$ cat src/rtl/usr_pkg.sv
// ----------------------------------------------------------------------------
// usr_pkg
//   Shared definitions for the universal-shift-register controller: command
//   opcodes, register mode (select) encodings, FSM state encoding, step
//   counter width and small opcode classification helpers.
// ----------------------------------------------------------------------------
package usr_pkg;

    // Command opcodes; 5-7 are illegal and complete with err.
    localparam logic [2:0] OP_LOAD = 3'd0;
    localparam logic [2:0] OP_SHDN = 3'd1;
    localparam logic [2:0] OP_SHUP = 3'd2;
    localparam logic [2:0] OP_RODN = 3'd3;
    localparam logic [2:0] OP_ROUP = 3'd4;

    // Register mode encodings driven on select.
    localparam logic [1:0] SEL_HOLD = 2'b00;  // hold
    localparam logic [1:0] SEL_DN   = 2'b01;  // shift toward A[0], SL enters A[3]
    localparam logic [1:0] SEL_UP   = 2'b10;  // shift toward A[3], SR enters A[0]
    localparam logic [1:0] SEL_LOAD = 2'b11;  // parallel load from I

    // Step counter width and its unit decrement.
    localparam int              CNT_W   = 3;
    localparam logic [CNT_W-1:0] CNT_ONE = 3'd1;

    typedef enum logic [1:0] {
        ST_IDLE  = 2'd0,
        ST_LOAD  = 2'd1,
        ST_SHIFT = 2'd2,
        ST_DONE  = 2'd3
    } state_t;

    function automatic logic op_is_legal(input logic [2:0] op);
        return (op <= OP_ROUP);
    endfunction

    // True for opcodes that move data toward A[0].
    function automatic logic op_is_dn(input logic [2:0] op);
        return (op == OP_SHDN) || (op == OP_RODN);
    endfunction

endpackage

$ cat src/rtl/usr_step_cnt.sv
// ----------------------------------------------------------------------------
// usr_step_cnt
//   Down-counter that paces the shift/rotate phase of usr_ctrl.
//   Ports:
//     clk, rst   clock and asynchronous active-high reset
//     load       load load_val this cycle (has priority over dec)
//     load_val   value to load
//     dec        decrement by one (saturates at zero)
//     zero       counter currently holds zero
// ----------------------------------------------------------------------------
module usr_step_cnt
    import usr_pkg::*;
(
    input  logic             clk,
    input  logic             rst,
    input  logic             load,
    input  logic [CNT_W-1:0] load_val,
    input  logic             dec,
    output logic             zero
);

    logic [CNT_W-1:0] cnt_q;
    logic [CNT_W-1:0] cnt_d;

    always_comb begin
        cnt_d = cnt_q;
        if (load) begin
            cnt_d = load_val;
        end else if (dec && (cnt_q != '0)) begin
            cnt_d = cnt_q - CNT_ONE;
        end
    end

    always_ff @(posedge clk or posedge rst) begin
        if (rst) begin
            cnt_q <= '0;
        end else begin
            cnt_q <= cnt_d;
        end
    end

    assign zero = (cnt_q == '0);

endmodule

$ cat src/rtl/usr_ctrl.sv
// ----------------------------------------------------------------------------
// usr_ctrl
//   Command sequencer for an external 4-bit universal shift register. Accepts
//   one LOAD / shift / rotate command at a time and drives the register's mode
//   and data inputs, pulsing done (and err for illegal opcodes) on completion.
//
//   state  | meaning
//   -------+---------------------------------------------------------------
//   IDLE   | cmd_ready=1, waiting for cmd_valid
//   LOAD   | one cycle of parallel load, I = captured data
//   SHIFT  | count cycles of shift/rotate, paced by usr_step_cnt
//   DONE   | one cycle, done=1 (err=1 if opcode was illegal)
//
//   Ports:
//     Clk, Rst        clock, asynchronous active-high reset
//     cmd_valid       command present
//     cmd_op          opcode (LOAD/SHDN/SHUP/RODN/ROUP, 5-7 illegal)
//     cmd_count       shift/rotate steps 0-7
//     cmd_data        parallel load value
//     cmd_fill        serial fill bit for SHDN/SHUP
//     A               current register contents (feedback for rotates)
//     cmd_ready       command accepted on this cycle's edge if cmd_valid=1
//     select          register mode
//     I               parallel load data
//     SR, SL          serial inputs into A[0] / A[3]
//     done, err       completion pulses
// ----------------------------------------------------------------------------
module usr_ctrl
    import usr_pkg::*;
(
    input  logic       Clk,
    input  logic       Rst,
    input  logic       cmd_valid,
    input  logic [2:0] cmd_op,
    input  logic [2:0] cmd_count,
    input  logic [3:0] cmd_data,
    input  logic       cmd_fill,
    input  logic [3:0] A,
    output logic       cmd_ready,
    output logic [1:0] select,
    output logic [3:0] I,
    output logic       SR,
    output logic       SL,
    output logic       done,
    output logic       err
);

    state_t     state_q, state_d;
    logic [2:0] op_q,    op_d;
    logic [3:0] data_q,  data_d;
    logic       fill_q,  fill_d;
    logic [1:0] sel_q,   sel_d;
    logic [3:0] i_q,     i_d;
    logic       ready_q, ready_d;
    logic       done_q,  done_d;
    logic       err_q,   err_d;

    logic             accept;
    logic             cnt_load;
    logic             cnt_dec;
    logic             cnt_zero;
    logic [CNT_W-1:0] cnt_val;

    // Only the end bits of A are fed back (rotate); the middle bits are not needed.
    logic unused_a;
    assign unused_a = ^A[2:1];

    assign accept = cmd_valid & ready_q;

    // The counter is loaded with count-1 so SHIFT can leave on the zero flag
    // and still last exactly count cycles.
    assign cnt_val = cmd_count - CNT_ONE;

    usr_step_cnt u_step_cnt (
        .clk      (Clk),
        .rst      (Rst),
        .load     (cnt_load),
        .load_val (cnt_val),
        .dec      (cnt_dec),
        .zero     (cnt_zero)
    );

    always_comb begin
        state_d  = state_q;
        op_d     = op_q;
        data_d   = data_q;
        fill_d   = fill_q;
        cnt_load = 1'b0;
        cnt_dec  = 1'b0;

        case (state_q)
            ST_IDLE: begin
                if (accept) begin
                    op_d   = cmd_op;
                    data_d = cmd_data;
                    fill_d = cmd_fill;
                    if (cmd_op == OP_LOAD) begin
                        state_d = ST_LOAD;
                    end else if (op_is_legal(cmd_op) && (cmd_count != '0)) begin
                        state_d  = ST_SHIFT;
                        cnt_load = 1'b1;
                    end else begin
                        state_d = ST_DONE;
                    end
                end
            end
            ST_LOAD: begin
                state_d = ST_DONE;
            end
            ST_SHIFT: begin
                if (cnt_zero) begin
                    state_d = ST_DONE;
                end else begin
                    cnt_dec = 1'b1;
                end
            end
            ST_DONE: begin
                state_d = ST_IDLE;
            end
            default: begin
                state_d = ST_IDLE;
            end
        endcase
    end

    // Outputs are decoded from the next state so that, once registered, they
    // line up with the state they describe.
    always_comb begin
        sel_d   = SEL_HOLD;
        i_d     = '0;
        ready_d = 1'b0;
        done_d  = 1'b0;
        err_d   = 1'b0;

        case (state_d)
            ST_IDLE: begin
                ready_d = 1'b1;
            end
            ST_LOAD: begin
                sel_d = SEL_LOAD;
                i_d   = data_d;
            end
            ST_SHIFT: begin
                sel_d = op_is_dn(op_d) ? SEL_DN : SEL_UP;
            end
            ST_DONE: begin
                done_d = 1'b1;
                err_d  = ~op_is_legal(op_d);
            end
            default: begin
                sel_d = SEL_HOLD;
            end
        endcase
    end

    // cmd_ready resets to 0 and only rises on the first edge after reset
    // release, so nothing can be accepted while Rst is asserted.
    always_ff @(posedge Clk or posedge Rst) begin
        if (Rst) begin
            state_q <= ST_IDLE;
            op_q    <= '0;
            data_q  <= '0;
            fill_q  <= 1'b0;
            sel_q   <= SEL_HOLD;
            i_q     <= '0;
            ready_q <= 1'b0;
            done_q  <= 1'b0;
            err_q   <= 1'b0;
        end else begin
            state_q <= state_d;
            op_q    <= op_d;
            data_q  <= data_d;
            fill_q  <= fill_d;
            sel_q   <= sel_d;
            i_q     <= i_d;
            ready_q <= ready_d;
            done_q  <= done_d;
            err_q   <= err_d;
        end
    end

    // Serial inputs are combinational so rotates see the live register bits.
    always_comb begin
        SL = 1'b0;
        SR = 1'b0;
        if (state_q == ST_SHIFT) begin
            case (op_q)
                OP_SHDN: SL = fill_q;
                OP_RODN: SL = A[0];
                OP_SHUP: SR = fill_q;
                OP_ROUP: SR = A[3];
                default: begin
                    SL = 1'b0;
                    SR = 1'b0;
                end
            endcase
        end
    end

    assign cmd_ready = ready_q;
    assign select    = sel_q;
    assign I         = i_q;
    assign done      = done_q;
    assign err       = err_q;

endmodule
$ cat config.mk
export PLATFORM = sky130hd
export DESIGN_NAME = usr_ctrl
export DESIGN_NICKNAME = d
export VERILOG_FILES = /design/src/rtl/usr_pkg.sv /design/src/rtl/usr_step_cnt.sv /design/src/rtl/usr_ctrl.sv
export SDC_FILE = /design/constraint.sdc
export NUM_CORES = 1
export LEC_CHECK = 0
export BUFFER_PORTS_ARGS = -buffer_cell sky130_fd_sc_hd__buf_2
export CAP_MARGIN = 30
export CORE_MARGIN = 5
export CORE_UTILIZATION = 56
export CTS_CLUSTER_DIAMETER = 80
export CTS_CLUSTER_SIZE = 28
export DETAILED_ROUTE_END_ITERATION = 7
export PLACE_DENSITY = 0.83
export SETUP_SLACK_MARGIN = 0.5
export SKIP_LAST_GASP = 1
export SLEW_MARGIN = 20
export SYNTH_ARGS = -nofsm -noshare
export SYNTH_HDL_FRONTEND = slang
export SYNTH_HIERARCHICAL = 1
export SYNTH_SLANG_ARGS = --single-unit
$ cat constraint.sdc
create_clock -name Clk -period 5.6 [get_ports Clk]
set_clock_uncertainty 0.1 [all_clocks]
set_input_delay 1.12 -clock Clk [delete_from_list [all_inputs] [get_ports Clk]]
set_output_delay 1.12 -clock Clk [all_outputs]
set_load 0.02 [all_outputs]
**Word level (Yosys, flattened, before mapping)**

Cells that the tools add are included.

- Bits in registers: 22
- Input bits: 18
- Output and inout port bits: 11
- Word-level logic and storage cells: 66

- Add/sub/neg operators: 2
- $lt $le $gt $ge: 2
- Equality and inequality tests: 12
- Mux-type cells: 27
- Bitwise logic cells: 2
- Reduce and logical (&&, ||, !) cells: 11

Operators with widths:

| kind | count |
|---|---|
| $mux W1 | 12 |
| $mux W3 | 4 |
| $mux W4 | 3 |
| $eq A3 B2 Y1 const B | 3 |
| $eq A2 B2 Y1 const B | 4 |
| $mux W2 | 4 |
| $pmux W2 S4 | 1 |
| $eq A3 B1 Y1 const B | 2 |
| $le A3 B3 Y1 const B | 2 |
| $logic_not A3 Y1 | 2 |
| $reduce_bool A3 Y1 | 2 |
| $sub A3 B1 Y3 const B | 2 |
| $eq A2 B1 Y1 const B | 2 |
| $logic_not A2 Y1 | 2 |
| $pmux W1 S2 | 2 |
| $pmux W2 S2 | 1 |
| $eq A3 B3 Y1 const B | 1 |
| $logic_and A1 B1 Y1 | 2 |
| $reduce_and A2 Y1 | 1 |
| $reduce_bool A2 Y1 | 1 |
| $and A1 B1 Y1 | 1 |
| $logic_or A1 B1 Y1 | 1 |
| $not A1 Y1 | 1 |

**Logic depth before layout (Yosys ltp)**

- Depth after elaboration: 8
- Mapped depth: 9
- Depth with buffers taken out: 9

**By module**

Netlist, hierarchy kept.

Modules (own cells, without submodules):

| module | times used | cells each | area an instance (um2) | seq. area each (um2) |
|---|---|---|---|---|
| usr_ctrl | 1 | 83 | 1009.7 | 475.5 |
| usr_step_cnt | 1 | 20 | 211.5 | 75.1 |

**Least setup slack after synthesis**

Ideal clock, no wire load.

- Kind: input -> register
- Start: input port cmd_count[0]
- End: register sel_q[1], in the netlist select[1]
- Library setup time: 69 ps
- Data arrival time: 2947 ps
- Data required time: 5431 ps
- Setup slack: 2484 ps
- Stages: 8
- Path buffers: 0
- Path through: inv_1 > ha_1 > ha_1 > o41ai_1 > a21o_1 > ha_1 > or4b_1 > nand3_1

- Word-level cells in the longest chain between the ends: 8
- Elaborated cells between the ends (all ways): 9
- Those cells by class: eq/ne (2); mux (5); reduce/logical (2)

Ends and longest elaborated chain:

| what | line | source |
|---|---|---|
| from (decl) | usr_ctrl.sv:35 | `input logic [2:0] cmd_count,` |
| $reduce_bool A3 Y1 * | usr_ctrl.sv:99 | `end else if (op_is_legal(cmd_op) && (cmd_count != '0)) begin` |
| $logic_and A1 B1 Y1 * | usr_ctrl.sv:99 |  |
| $mux W1 * | usr_ctrl.sv:99 |  |
| $mux W2 * | usr_ctrl.sv:97 | `if (cmd_op == OP_LOAD) begin` |
| $mux W2 * | usr_ctrl.sv:93 | `if (accept) begin` |
| $pmux W2 S4 * | usr_ctrl.sv:91 | `case (state_q)` |
| $eq A2 B2 Y1 or $eq A2 B1 Y1 (tied branches) | usr_ctrl.sv:135 | `case (state_d)` |
| $pmux W2 S2 * | usr_ctrl.sv:135 |  |
| via sel_d[1] | usr_ctrl.sv:52 | `logic [1:0] sel_q, sel_d;` |
| to (signal assigned) | usr_ctrl.sv:174 | `sel_q <= sel_d;` |
| to (decl) | usr_ctrl.sv:52 |  |

The timed path passes the listed nets; every way through them passes the cells marked *.
A chain may end at the register's enable or synchronous reset.

**Worst setup path in the final report**

Same ends and word-level chain as after synthesis.

==> metrics.cfg <==
[run_status]
status=finished, final reports clean

[logic_synthesis]
synth_fp_nets=133
ys.flop_type=dfrtp_1
yosysMostFrequentCell=dfrtp_1
synthTopCellsByCount=dfrtp_1, ha_1, inv_1, mux2_2
ys_ff_latch=22
synth_edf_count=0
seq_area_frac_synth=0.451
async_flop_share=1.00
synth.cell_area_mm2=0.00122
syn_area_per_cell_um2=11.9
postSynthCellCount=103
synth_cell_types=32
yosys_warnings=6
synth_area_leaders=dfrtp_1, ha_1, mux2_2
post-synth-top-area-cell=dfrtp_1
synth_top_area_frac=0.451

[final_layout]
fin_nets=162
drive_above_1_share=0.328
antenna_cells=0
nFillCells=162
multi_input_area_um2=609
syn_to_final_growth_pct=16.5
seqCellArea_um2=551

[worst_hold_path]
hp-class=flop to flop

[clock_network]
cts.clk_slew.worst_paths_ps=130
cts_htree_levels=1
cts_resized=0
cts_sinks=22
cts_inserted_buffers=3
ctsHoldBuffers=0
post_cts_buffers=0
cts_tree=yes
clkLatencyLatePin_ps=300
cts_root_buffer=clkbuf_4
ctsLongestPathBuffers=2

[sta]
rsz0062_at_grt=false
period_share=0.554
layout_setup_ws_ps=2500
fmax_mhz=322
fin_crit_ps=3100
finalHoldViolations=0
slew_violations=0
finalSetupViolations=0
setup_tns_ps=0
tightest_slew_ps=745
relSlewSlack=0.499

[grt]
grt_pass1_vias=888
antenna_found_initial=0
grt_max_degree=20
grt_pass1_wl_um=3920
grtUsageTotal=0.160
grt-ovfl-total=0

[worst_setup_path]
cp.required_ps=5760
arrival_ps=3260
cp_max_fo=5
endpoint_kind=flop
cp-start-kind=primary input
critical_path_class=primary input to flop

[power]
vdd_ir_drop_max_uv=396
power_leakage_nw=0.735
powerDensity_mw_per_mm2=572

[detailed_routing]
ant_nets=0
wl_per_cell_um=14.9
viasPerCell=5.48
drc=0
drt_first_pass_iters=4
wl_um=2370
num_vias=872
drtIter0Drc=19

[die]
core_area_mm2=0.00215
die_area_mm2=0.00321
fp.dieW_um=56.7
io_pins=29
rows=17
initial_core_util=0.568
die-height_um=56.7

[placed_design]
gp_congestion=0.774
portBuffers=26
dp_worst_setup_slack_ps=2170
hpwl_um=1870

[job]
maxCapViolCount=0

==> worst max-delay path, cell delays in order <==
cell and delay [ps]:
buf_2 70, inv_1 50, ha_1 200, ha_1 200, o41ai_1 500, a21o_1 220, ha_1 270, or4b_1 530
nand3_1 90
==> power by group <==
| group | leakage (nW) | internal (W) | total (W) | switching [W] |
|---|---|---|---|---|
| combinational | 0.428 | 0.000205 | 0.000426 | 0.000221 |
| sequential | 0.279 | 0.000227 | 0.000267 | 0.0000397 |
| clock | 0.0279 | 0.0000724 | 0.000121 | 0.0000482 |
==> cell families after synthesis <==
family                     Yosys count  synth area share
muxes                               12             0.108
adders and majority gates           12             0.123
buffers and inverters               14            0.0553
DFF                                 22             0.451
and+or+nand+nor                     30             0.179
AOI/OAI and AO/OA                   13            0.0840
==> placed cells by master (no fill, tap or decap), types with 4 or more instances in the layout <==
cell type,netlist,routed
buf_2,0,26
ha_1,12,12
mux2_2,9,9
nor2b_1,4,4
dfrtp_1,22,22
and2_1,4,4
inv_1,12,12
==> final timing paths <==
kind / startpoint / to / slack, ps / cells past startpoint
worst min register to register: data_q[2] / data_q[2] / 410 / 1
min in group asynchronous: Rst / u_step_cnt/cnt_q[0] / 560 / 2
worst min-delay path: data_q[2] / data_q[2] / 410 / 1
worst max-delay path: cmd_count[0] / select[1] / 2500 / 9
worst max register to register: u_step_cnt/cnt_q[0] / select[1] / 3080 / 9
max in group asynchronous: Rst / state_q[0] / 4140 / 2
==> layout make-up <==
type                            count  area share
Multi-Input combinational cell     67       0.428
Sequential cell                    22       0.387
Timing Repair Buffer               26      0.0915
Inverter                           12      0.0317
Tap cell                           28      0.0246
Clock inverter                      1      0.0211
Clock buffer                        3      0.0158
==> layer usage <==
| layer | global-route usage | wire length [um] | vias to the layer above |
|---|---|---|---|
| li1 | - | - | 420 |
| met1 | 0.211 | 1040 | 406 |
| met2 | 0.244 | 1110 | 42 |
| met3 | 0.0368 | 189 | 4 |
| met4 | 0.0814 | 36 | 0 |
| met5 | 0 | 0 | - |
==> registers in the layout, summed over array words and instances (netlist names) <==
name and flops:
I 4, cmd_ready 1, data_q 4, done 1, err 1, fill_q 1, op_q 3, select 2
state_q 2, u_step_cnt/cnt_q 3
==> stage by stage <==
step                      hold WS, ps  cell area, um^2  std cells  power, W  utilization
after global routing              421             1420        159  0.000875        0.662
after CTS                         411             1420        159  0.000813        0.659
after global placement            373             1360        155  0.000660        0.635
after floorplan                   365             1220        103  0.000584            -
after detailed placement          383             1360        155  0.000694        0.635
final                             408             1420        159  0.000813        0.662
No activity file was read; power rests on OpenSTA's default activity.
